===== src/rtl/imm_decode_stage.sv =====
// Registered immediate-decode stage: decodes the RISC-V immediate, format and PC-relative
// target of each accepted instruction and holds it in a two-entry skid buffer.
module imm_decode_stage #(
    parameter int XLEN = 32
) (
    input  logic            clk,
    input  logic            rst,
    input  logic            in_valid,
    output logic            in_ready,
    input  logic [31:0]     in_inst,
    input  logic [XLEN-1:0] in_pc,
    input  logic            flush,
    output logic            out_valid,
    input  logic            out_ready,
    output logic [31:0]     out_inst,
    output logic [XLEN-1:0] out_pc,
    output logic [XLEN-1:0] out_imm,
    output logic [XLEN-1:0] out_target,
    output logic [2:0]      out_fmt,
    output logic            out_illegal
);

    localparam logic [2:0] FMT_R   = 3'd0;
    localparam logic [2:0] FMT_I   = 3'd1;
    localparam logic [2:0] FMT_S   = 3'd2;
    localparam logic [2:0] FMT_B   = 3'd3;
    localparam logic [2:0] FMT_U   = 3'd4;
    localparam logic [2:0] FMT_J   = 3'd5;
    localparam logic [2:0] FMT_CSR = 3'd6;
    localparam logic [2:0] FMT_ILL = 3'd7;

    // Buffer occupancy encoded as {skid_v, main_v}; 2'b10 is unreachable.
    localparam logic [1:0] ST_EMPTY = 2'b00;
    localparam logic [1:0] ST_ONE   = 2'b01;
    localparam logic [1:0] ST_TWO   = 2'b11;

    typedef struct packed {
        logic [31:0]     inst;
        logic [XLEN-1:0] pc;
        logic [XLEN-1:0] imm;
        logic [XLEN-1:0] target;
        logic [2:0]      fmt;
        logic            illegal;
    } entry_t;

    entry_t dec_entry;
    entry_t main_reg;
    entry_t skid_reg;
    logic   main_v_reg;
    logic   skid_v_reg;

    logic [4:0]      opcode;
    logic [XLEN-1:0] imm_i;
    logic [XLEN-1:0] imm_s;
    logic [XLEN-1:0] imm_b;
    logic [XLEN-1:0] imm_u;
    logic [XLEN-1:0] imm_j;
    logic [XLEN-1:0] imm_z;
    logic [XLEN-1:0] dec_imm;
    logic [2:0]      dec_fmt;
    logic            dec_rel;
    logic            accept;
    logic            consume;

    assign opcode = in_inst[6:2];

    // Signed size-casts give the sign extension to XLEN for every format.
    assign imm_i = XLEN'($signed(in_inst[31:20]));
    assign imm_s = XLEN'($signed({in_inst[31:25], in_inst[11:7]}));
    assign imm_b = XLEN'($signed({in_inst[31], in_inst[7], in_inst[30:25], in_inst[11:8], 1'b0}));
    assign imm_u = XLEN'($signed({in_inst[31:12], 12'b0}));
    assign imm_j = XLEN'($signed({in_inst[31], in_inst[19:12], in_inst[20], in_inst[30:21], 1'b0}));
    assign imm_z = XLEN'(in_inst[19:15]);

    always_comb begin
        dec_fmt = FMT_ILL;
        dec_imm = '0;
        dec_rel = 1'b0;
        if (in_inst[1:0] == 2'b11) begin
            case (opcode)
                5'b00000, 5'b00011, 5'b00100, 5'b11001: begin dec_fmt = FMT_I; dec_imm = imm_i; end
                5'b01000: begin dec_fmt = FMT_S;   dec_imm = imm_s; end
                5'b11000: begin dec_fmt = FMT_B;   dec_imm = imm_b; dec_rel = 1'b1; end
                5'b01101: begin dec_fmt = FMT_U;   dec_imm = imm_u; end
                5'b00101: begin dec_fmt = FMT_U;   dec_imm = imm_u; dec_rel = 1'b1; end
                5'b11011: begin dec_fmt = FMT_J;   dec_imm = imm_j; dec_rel = 1'b1; end
                5'b11100: begin dec_fmt = FMT_CSR; dec_imm = imm_z; end
                5'b01100: dec_fmt = FMT_R;
                5'b00110: if (XLEN == 64) begin dec_fmt = FMT_I; dec_imm = imm_i; end
                5'b01110: if (XLEN == 64) dec_fmt = FMT_R;
                default: ;
            endcase
        end
    end

    // JALR also gets pc+4: its base register is not known at this stage.
    always_comb begin
        dec_entry         = '0;
        dec_entry.inst    = in_inst;
        dec_entry.pc      = in_pc;
        dec_entry.imm     = dec_imm;
        dec_entry.target  = in_pc + (dec_rel ? dec_imm : XLEN'(4));
        dec_entry.fmt     = dec_fmt;
        dec_entry.illegal = (dec_fmt == FMT_ILL);
    end

    assign accept  = in_valid & in_ready;
    assign consume = main_v_reg & out_ready;

    always_ff @(posedge clk) begin
        if (rst) begin
            main_reg   <= '0;
            skid_reg   <= '0;
            main_v_reg <= 1'b0;
            skid_v_reg <= 1'b0;
        end else if (flush) begin
            main_v_reg <= 1'b0;
            skid_v_reg <= 1'b0;
        end else begin
            case ({skid_v_reg, main_v_reg})
                ST_EMPTY: begin
                    if (accept) begin
                        main_reg   <= dec_entry;
                        main_v_reg <= 1'b1;
                    end
                end
                ST_ONE: begin
                    if (accept && consume) begin
                        main_reg <= dec_entry;
                    end else if (accept) begin
                        skid_reg   <= dec_entry;
                        skid_v_reg <= 1'b1;
                    end else if (consume) begin
                        main_v_reg <= 1'b0;
                    end
                end
                ST_TWO: begin
                    if (consume) begin
                        main_reg   <= skid_reg;
                        skid_v_reg <= 1'b0;
                    end
                end
                default: begin
                    main_v_reg <= 1'b0;
                    skid_v_reg <= 1'b0;
                end
            endcase
        end
    end

    assign in_ready    = ~skid_v_reg;
    assign out_valid   = main_v_reg;
    assign out_inst    = main_reg.inst;
    assign out_pc      = main_reg.pc;
    assign out_imm     = main_reg.imm;
    assign out_target  = main_reg.target;
    assign out_fmt     = main_reg.fmt;
    assign out_illegal = main_reg.illegal;

endmodule


===== config.mk =====
export PLATFORM = sky130hd
export DESIGN_NAME = imm_decode_stage
export DESIGN_NICKNAME = d
export VERILOG_FILES = /design/src/rtl/imm_decode_stage.sv
export SDC_FILE = /design/constraint.sdc
export NUM_CORES = 1
export LEC_CHECK = 0
export BUFFER_PORTS_ARGS = -buffer_cell sky130_fd_sc_hd__buf_2
export CAP_MARGIN = 20
export CORE_MARGIN = 8
export CORE_UTILIZATION = 40
export DETAILED_ROUTE_END_ITERATION = 12
export MAX_ROUTING_LAYER = met4
export SLEW_MARGIN = 5
export SYNTH_ARGS = -nofsm -noshare
export SYNTH_HDL_FRONTEND = slang
export SYNTH_SLANG_ARGS = --single-unit
export TNS_END_PERCENT = 20

===== constraint.sdc =====
create_clock -name clk -period 4.5 [get_ports clk]
set_input_delay 0.9 -clock clk [delete_from_list [all_inputs] [get_ports clk]]
set_output_delay 0.9 -clock clk [all_outputs]
set_load 0.01 [all_outputs]

Word-level counts from Yosys, hierarchy flattened
Index checks and enable logic that the tools add are counted.
W data, S select, Z words.
{"block": "classes", "n_bitwise": 7, "n_addsub": 1, "n_eq_ne": 21, "reduce_logical": 12, "n_mux": 18}
{"cell": "$mux W132", "count": 3}
{"cell": "$pmux W132 S3", "count": 1}
{"cell": "$pmux W32 S6", "count": 1}
{"cell": "$mux W32", "count": 2}
{"cell": "$add A32 B32 Y32", "count": 1}
{"cell": "$pmux W3 S7", "count": 1}
{"cell": "$eq A5 B5 Y1 const B", "count": 4}
{"cell": "$eq A5 B4 Y1 const B", "count": 3}
{"cell": "$ne A2 B2 Y1 const B", "count": 7}
{"cell": "$eq A5 B3 Y1 const B", "count": 2}
{"cell": "$reduce_and A5 Y1", "count": 2}
{"cell": "$reduce_and A4 Y1", "count": 2}
{"cell": "$mux W1", "count": 7}
{"cell": "$pmux W1 S3", "count": 2}
{"cell": "$eq A5 B2 Y1 const B", "count": 1}
{"cell": "$logic_not A5 Y1", "count": 1}
{"cell": "$not A1 Y1", "count": 5}
{"cell": "$eq A2 B2 Y1 const B", "count": 2}
{"cell": "$reduce_or A2 Y1", "count": 2}
{"cell": "$reduce_or A4 Y1", "count": 1}
{"cell": "$eq A3 B3 Y1 const B", "count": 1}
{"cell": "$mux W3", "count": 1}
{"cell": "$reduce_bool A3 Y1", "count": 1}
{"cell": "$reduce_or A3 Y1", "count": 1}
{"cell": "other kinds (4)", "count": 5}
{"block": "word_totals", "wordCells": 73, "reg_bits": 266, "inputBits": 69}

Depth between registers and ports, before layout
Gate-level depths: netlist of run 1.
{"block": "depth", "ltp_word": 8, "ltp_mapped": 18, "ltp_nobuf": 16}

Worst setup path after synthesis of run 1
Ideal clock, no wire load.
{"block": "synth_path", "path_type": "in2reg", "from": "in in_inst[6]", "to": "reg main_reg, in the netlist out_target[29]", "arrival_ns": 4.217, "required_time_ns": 4.423, "slack_ns": 0.206, "path_stages": 16, "setup_time_ns": 0.077, "cell_sequence": "buf_2 -> clkbuf_1 -> nor3_1 -> o21ai_0 -> a21boi_1 -> clkbuf_1 -> nor2_1 -> ha_1 -> a21o_1 -> a21oi_1 -> nor2_1 -> o41a_1 -> nor3_2 -> o21bai_1 -> or3_1 -> a41oi_2"}
{"block": "synth_between", "elab_chain_cells": 8}
{"item": "start, declared", "line": "10", "text": "input logic [31:0] in_inst,"}
{"item": "$eq A5 B2 Y1, or another cell as far along", "line": "80", "text": "case (opcode)"}
{"item": "$reduce_or A4 Y1, or another cell as far along", "line": "80"}
{"item": "$pmux W32 S6 or $mux W1 (tied branches)", "line": "80"}
{"item": "$mux W32 or $mux W1 (tied branches)", "line": "79", "text": "if (in_inst[1:0] == 2'b11) begin"}
{"item": "$mux W32 (*)", "line": "102", "text": "dec_entry.target = in_pc + (dec_rel ? dec_imm : XLEN'(4));"}
{"item": "$add A32 B32 Y32 (*)", "line": "102"}
{"item": "$mux W132 (on tied branches)", "line": "128, 122"}
{"item": "$pmux W132 S3 (*)", "line": "120", "text": "case ({skid_v_reg, main_v_reg})"}
{"item": "end signal, assigned", "line": "123", "text": "main_reg <= dec_entry;"}
{"item": "end signal, assigned", "line": "129", "text": "main_reg <= dec_entry;"}
{"item": "end signal, assigned", "line": "139", "text": "main_reg <= skid_reg;"}
{"item": "end, declared", "line": "47", "text": "entry_t main_reg;"}
Mark *: on every way between the ends. The rest lies on a longest branch, timed or not. The select of a mux whose other input is x is not followed.
A chain may end at the register's enable or synchronous reset.

Final worst setup path of run 1
{"block": "layout_path", "from": "in in_inst[5]", "to": "reg skid_reg[33] (netlist name)"}
{"block": "layout_between", "elab_chain_cells": 6}
{"item": "$eq A5 B2 Y1, or another cell as far along", "line": "80"}
{"item": "$reduce_or A4 Y1, or another cell as far along", "line": "80"}
{"item": "$pmux W32 S6 or $mux W1 (tied branches)", "line": "80"}
{"item": "$mux W32 or $mux W1 (tied branches)", "line": "79"}
{"item": "$mux W32 (*)", "line": "102"}
{"item": "$add A32 B32 Y32 (*)", "line": "102"}
{"item": "end signal, assigned", "line": "131", "text": "skid_reg <= dec_entry;"}
{"item": "end, declared", "line": "48", "text": "entry_t skid_reg;"}
Mark *: on every way between the ends. The rest lies on a longest branch, timed or not.

==> results of run 1 <==
-- power groups by stage --
| stage | logic (mW) | clock network (mW) | registers (mW) |
|---|---|---|---|
| final | 0.633 | 2.37 | 2.48 |
| after global routing | 0.694 | 2.51 | 2.49 |
| after CTS | 0.637 | 2.42 | 2.49 |
| after detailed placement | 0.634 | 0 | 2.54 |
| after global placement | 0.633 | 0 | 2.54 |
| after floorplan | 0.300 | 0 | 2.56 |
-- critical path, stage by stage --
cell	delay, ps
buf_2	160
nor3b_1	330
nor2_1	80
o21ai_0	340
o21ai_1	210
buf_4	190
a21oi_1	230
and2_1	220
ha_1	210
nand4_1	160
nor2_1	160
o2111ai_1	180
a211oi_1	250
buf_4	150
nor3_2	40
o21bai_1	250
mux2_2	370
o22ai_1	150
-- cell type report --
class | instances | area [µm²] | area share [%]
clock buffer | 47 | 925.9 | 5.893
clock inverter | 4 | 28.78 | 0.1831
inverter | 11 | 41.29 | 0.2628
multi-input combinational | 1282 | 6915 | 44.01
sequential | 266 | 5325 | 33.89
tap | 402 | 503.0 | 3.201
timing repair buffer | 326 | 1973 | 12.56
-- synthesized netlist by cell type, types with 2 or more instances --
master     count  area, µm²
a2111oi_2      2      30.03
a211oi_1      48      360.4
a21boi_0       3      22.52
a21o_1        25      187.7
a21oi_1      201       1006
a21oi_2        2      17.52
a221oi_1       3      26.28
a222oi_1       4      40.04
a311oi_1      84      735.7
a31oi_1        8      50.05
and2_1        17      106.4
and3_1        12      75.07
and4_1         3      26.28
buf_1         13      48.80
buf_2         10      50.05
clkbuf_1     115      431.7
dfxtp_1      266       5325
ha_1          31      387.9
inv_1         10      37.54
mux2i_1       13      130.1
nand2_1      430       1614
nand2b_1      11      68.82
nand3_1       21      105.1
nand3b_1       4      30.03
nand4_1        9      56.30
nor2_1       199      747.0
nor2b_1        5      31.28
nor3_1        16      80.08
nor3b_1        2      15.01
nor4_1         2      12.51
o2111ai_1      2      17.52
o211ai_1       3      22.52
o21a_1         3      22.52
o21ai_0       45      225.2
o21ai_1        3      15.01
o21bai_1       4      30.03
o22a_1         2      17.52
o22ai_1        7      43.79
o31ai_1        4      30.03
or2_2          2      12.51
or3_1          7      43.79
xnor2_1       10      87.58
xor2_1        16      140.1
-- layer usage --
layer | part of all wire (%) | vias to the layer above | wire [µm] | global-route usage (%)
met2 | 45 | 369 | 20380 | 37.16
met3 | 5.8 | 77 | 2608 | 4.336
met1 | 46 | 5991 | 20760 | 29.84
li1 | - | 6336 | - | -
met5 | 0 | - | 0 | -
met4 | 3.1 | 0 | 1400 | 6.906
-- per-stage QoR --
stage	power (mW)	hold slack [ps]	std cells	TNS, ps
after floorplan	2.864	432.0	1699	0
after global placement	3.169	439.3	2287	-82.39
after detailed placement	3.171	446.0	2287	-118.4
after CTS	5.539	453.8	2338	0
after global routing	5.698	467.8	2338	0
final	5.483	451.4	2338	0
-- worst min path at each step --
| stage | startpoint | to | slack (ps) | depth (start not counted) |
|---|---|---|---|---|
| after floorplan | skid_reg[29]$_SDFFE_PP0P_ | skid_reg[29]$_SDFFE_PP0P_ | 430 | 2 |
| after global routing | skid_reg[41]$_SDFFE_PP0P_ | skid_reg[41]$_SDFFE_PP0P_ | 470 | 2 |
| final | skid_reg[125]$_SDFFE_PP0P_ | skid_reg[125]$_SDFFE_PP0P_ | 450 | 2 |
| after detailed placement | skid_reg[53]$_SDFFE_PP0P_ | skid_reg[53]$_SDFFE_PP0P_ | 450 | 2 |
| after CTS | skid_reg[53]$_SDFFE_PP0P_ | skid_reg[53]$_SDFFE_PP0P_ | 450 | 2 |
| after global placement | skid_reg[29]$_SDFFE_PP0P_ | skid_reg[29]$_SDFFE_PP0P_ | 440 | 2 |
-- cells by family (layout without fill, tap and decap cells) --
logic type      after synthesis  count (layout)  share of synthesized area (%)
compound gates              465             465                          23.79
xor+xnor                     26              26                          1.780
fa+ha+maj                    32              32                          3.188
buf+inv                     151             388                          4.596
flops                       266             266                          41.62
mux                          14              14                          1.105
other cells                   1               1                        0.02931
simple gates                744             744                          23.90
==> results.ini, run 1 <==
[run_status]
outcome = completed

[logic_synthesis]
synth_cell_type_count = 65
postSynthCellCount = 1699
synth-seq-cells = 266
syn_nets = 1800
async_reset_ff_share_pct = 0
yosysSeqAreaShare_pct = 41.62
ys_warn_count = 0
synth_edf_count = 0
syn_area_um2 = 12800
ys.flop_type = dfxtp_1
syn_avg_cell_area_um2 = 7.532

[place]
io_buffers = 202
hpwlAfterDp_um = 32310
placed_area_um2 = 14760
dp_slack_ps = -41.66
gp_congestion = 1.110

[critical_path]
worstPathArrival_ps = 4600
rr_endpoint = out_target[26]$_SDFFE_PP0P_
setup.worst_path.start = in_inst[5]
cp.required_ps = 4970
critPathLaunchType = primary input
r2r_setup_slack_ps = 2030
endpoint_kind = register
critPathCapture = skid_reg[33]$_SDFFE_PP0P_
path_max_fanout = 10
crit_type = in2reg
ff2ff_path_depth = 7
timing.rr.start = out_valid$_SDFFE_PP0P_

[routing]
drcViolationCount = 0
ant_nets = 0
wl_per_cell_um = 19.31
firstDrtPassIters = 7
drtIter0Drc = 826
vias = 12770
routed_wl_um = 45150
routed_via_density = 5.463

[global_routing]
antenna_found_initial = 0
gr-usage-all-layers_pct = 23.32
grt_first_pass_wirelength_um = 69790
grt_max_degree = 171
grt_pass1_vias = 12140
grt_remaining_overflow = 0

[power]
leakage_nw = 6.632
intPower_mw = 4.069
clkPwrFrac_pct = 43.1
power_frac_comb_pct = 11.5
peakVddDrop_uv = 262.5
netSwitchingPower_mw = 1.415
powerDensity_nw_per_um2 = 349.0
swShare_pct = 25.80
power_frac_seq_pct = 45.3

[timing]
layout_setup_ws_ps = 366.7
fmax_mhz = 241.9
hold_violations = 0
maxSlewHeadroom_pct = 34.77
setup_violations = 0
rsz0062_at_grt = false
finalCritPeriodShare_pct = 91.85
tightest_slew_ps = 978.4
skew_ps = 9.836
period_needed_ps = 4133
maxSlewViolCount = 0

[die]
initial_core_util_pct = 40.55
fp-row-count = 65
die_h_um = 194.9
ioPinCount = 203
die_w_um = 194.9
core-area_um2 = 31560
die-area_um2 = 37970

[cts]
numClockSinks = 266
clkLatencyLatePin_ps = 550
cts_buffers = 30
cts_hold_buf = 0
ctsResizeCount = 0
clockRootBuffer = clkbuf_16
cts_setup_buffers = 0
htree_levels = 1
cts.clk_slew.worst_paths_ps = 60
cts_tree = yes
cts_max_path_buffers = 3

[cells_and_area]
final_cell_mix = 429 x nand2_1, 266 x dfxtp_1, 201 x a21oi_1, 201 x buf_2, 199 x nor2_1
syn_to_final_growth_pct = 22.79
antenna_cells = 0
drive_gt1_share_pct = 20.30
final_area_um2 = 15710
layout_commonest_cell = nand2_1
final_util_pct = 49.79
largest_reg_flops = 132
nNetsFinal = 2018
n_fill_cell = 3218

[job]
cap_violations = 0

[worst_hold_path]
hp-class = reg2reg

No activity file was read; power rests on OpenSTA's default activity.
==> run 2, diff against run 1 <==
Settings changed: CTS_BUF_LIST set to sky130_fd_sc_hd__clkbuf_4 sky130_fd_sc_hd__clkbuf_8 sky130_fd_sc_hd__clkbuf_16.
==> run 2 against run 1 <==
Net effect:
- count of clock-buffer cells in the layout stayed put
- wire length down 0.15%
- sequential share of layout area decreased by 0.056 points
- clock power rose by 2%
- sequential cell count is the same
- first-iteration DRC count fell by 3.8%
- critical path depth unchanged
- cell count did not move
- sequential power hardly changed
- highest routed layer unchanged
==> results.ini, run 2 (same netlist as run 1, synthesis figures left out) <==
[run_status]
outcome = completed  ; unchanged

[routing]
vias = 12770  ; about the same
routed_via_density = 5.461  ; was 5.463
firstDrtPassIters = 7  ; unchanged
wl_per_cell_um = 19.28  ; was 19.31 µm
drtIter0Drc = 795  ; was 826
routed_wl_um = 45080  ; was 45150 µm
drcViolationCount = 0  ; unchanged
ant_nets = 0  ; unchanged

[cells_and_area]
final_cell_mix = 429 x nand2_1, 266 x dfxtp_1, 201 x a21oi_1, 201 x buf_2, 199 x nor2_1  ; unchanged
layout_commonest_cell = nand2_1  ; unchanged
multi_input_area_um2 = 6915  ; unchanged
final_util_pct = 49.88  ; was 49.79%
final_area_um2 = 15740  ; was 15710 µm²
syn_to_final_growth_pct = 23.00  ; was 22.79%
antenna_cells = 0  ; unchanged
largest_reg_flops = 132  ; unchanged
nNetsFinal = 2018  ; unchanged
n_fill_cell = 3217  ; was 3218
register_area_um2 = 5325  ; unchanged
drive_gt1_share_pct = 20.66  ; was 20.30%

[cts]
htree_levels = 1  ; unchanged
numClockSinks = 266  ; unchanged
cts.clk_slew.worst_paths_ps = 60  ; about the same
ctsResizeCount = 0  ; unchanged
clockRootBuffer = clkbuf_16  ; unchanged
clkLatencyLatePin_ps = 560  ; was 550 ps
cts_max_path_buffers = 3  ; unchanged
cts_tree = yes  ; unchanged
cts_setup_buffers = 0  ; unchanged
cts_hold_buf = 0  ; unchanged
cts_buffers = 30  ; unchanged

[critical_path]
r2r_setup_slack_ps = 2020  ; was 2030 ps
cp.required_ps = 4970  ; about the same
critPathLaunchType = primary input  ; unchanged
endpoint_kind = register  ; unchanged
path_max_fanout = 10  ; unchanged
worstPathArrival_ps = 4570  ; was 4600 ps
crit_type = in2reg  ; unchanged

[timing]
setup_violations = 0  ; unchanged
maxSlewHeadroom_pct = 33.99  ; was 34.77%
finalCritPeriodShare_pct = 91.22  ; was 91.85%
rsz0062_at_grt = false  ; unchanged
hold_violations = 0  ; unchanged
layout_setup_ws_ps = 395.2  ; was 366.7 ps
period_needed_ps = 4105  ; was 4133 ps
tightest_slew_ps = 979.4  ; was 978.4 ps
fmax_mhz = 243.6  ; was 241.9 MHz
maxSlewViolCount = 0  ; unchanged
skew_ps = 11.57  ; was 9.836 ps
setup_tns_ps = 0  ; unchanged

[place]
gp_congestion = 1.110  ; unchanged
dp_slack_ps = -41.66  ; unchanged
hpwlAfterDp_um = 32310  ; unchanged
io_buffers = 202  ; unchanged
placed_area_um2 = 14760  ; unchanged

[die]
die_w_um = 194.9  ; unchanged
die-area_um2 = 37970  ; unchanged
die_h_um = 194.9  ; unchanged
initial_core_util_pct = 40.55  ; unchanged
fp-row-count = 65  ; unchanged
ioPinCount = 203  ; unchanged
core-area_um2 = 31560  ; unchanged

[global_routing]
antenna_found_initial = 0  ; unchanged
gr-usage-all-layers_pct = 23.31  ; was 23.32%
grt_remaining_overflow = 0  ; unchanged
grt_first_pass_wirelength_um = 69750  ; was 69790 µm
grt_max_degree = 171  ; unchanged
grt_pass1_vias = 12140  ; about the same

[worst_hold_path]
hp-class = reg2reg  ; unchanged

[power]
power_mw = 5.528  ; was 5.483 mW
powerDensity_nw_per_um2 = 351.2  ; was 349.0 nW/µm²
leakage_nw = 6.656  ; was 6.632 nW
peakVddDrop_uv = 264.2  ; was 262.5 µV

[job]
cap_violations = 0  ; unchanged

[run 2: cell counts in the layout (fill, tap and decap cells not counted)]
Identical to the previous run, type by type.
[run 2: area by class of cell]
class                   instances  share of cell area [%]
inverters                      11                  0.2623
clock inverters                 4                  0.1828
repair buffers                326                   12.54
clock buffers                  47                   6.050
multi-input cells            1282                   43.94
flip-flops and latches        266                   33.83
well taps                     402                   3.196
[run 2: metrics by stage]
step / hold WS (ps) / instances
global placement: 439.3 / 2287
detailed placement: 446.0 / 2287
finish: 452.9 / 2338
CTS: 453.8 / 2338
floorplan: 432.0 / 1699
global route: 467.8 / 2338
[run 2: worst max-delay path, cell delays in order]
cell	delay [ps]
buf_2	160
nor3b_1	330
nor2_1	80
o21ai_0	300
o21ai_1	200
buf_4	180
a21oi_1	220
and2_1	230
ha_1	220
nand4_1	170
nor2_1	170
o2111ai_1	180
a211oi_1	250
buf_4	150
nor3_2	40
o21bai_1	250
mux2_2	370
o22ai_1	150
[run 2: metal layers]
layer  vias up  wire [µm]  global-route usage [%]
li1       6335          -                       -
met1      5961      20540                   29.80
met2       393      20440                   37.17
met3        78       2719                   4.336
met4         0       1376                   6.906
met5         -          0                       -
[run 2: final timing paths]
kind	from	end	depth (start not counted)
worst max-delay path	in_inst[5]	skid_reg[33]$_SDFFE_PP0P_	18
worst min-delay path	skid_reg[125]$_SDFFE_PP0P_	skid_reg[125]$_SDFFE_PP0P_	2
worst max register to register	out_valid$_SDFFE_PP0P_	out_target[26]$_SDFFE_PP0P_	7
worst min register to register	skid_reg[125]$_SDFFE_PP0P_	skid_reg[125]$_SDFFE_PP0P_	2
[run 2: power by group]
| group | leakage, nW | internal (mW) | switching, mW |
|---|---|---|---|
| clock network | 0.487 | 1.44 | 0.974 |
| registers | 2.17 | 2.44 | 0.0452 |
| logic | 4.00 | 0.234 | 0.398 |
| total | 6.66 | 4.11 | 1.42 |
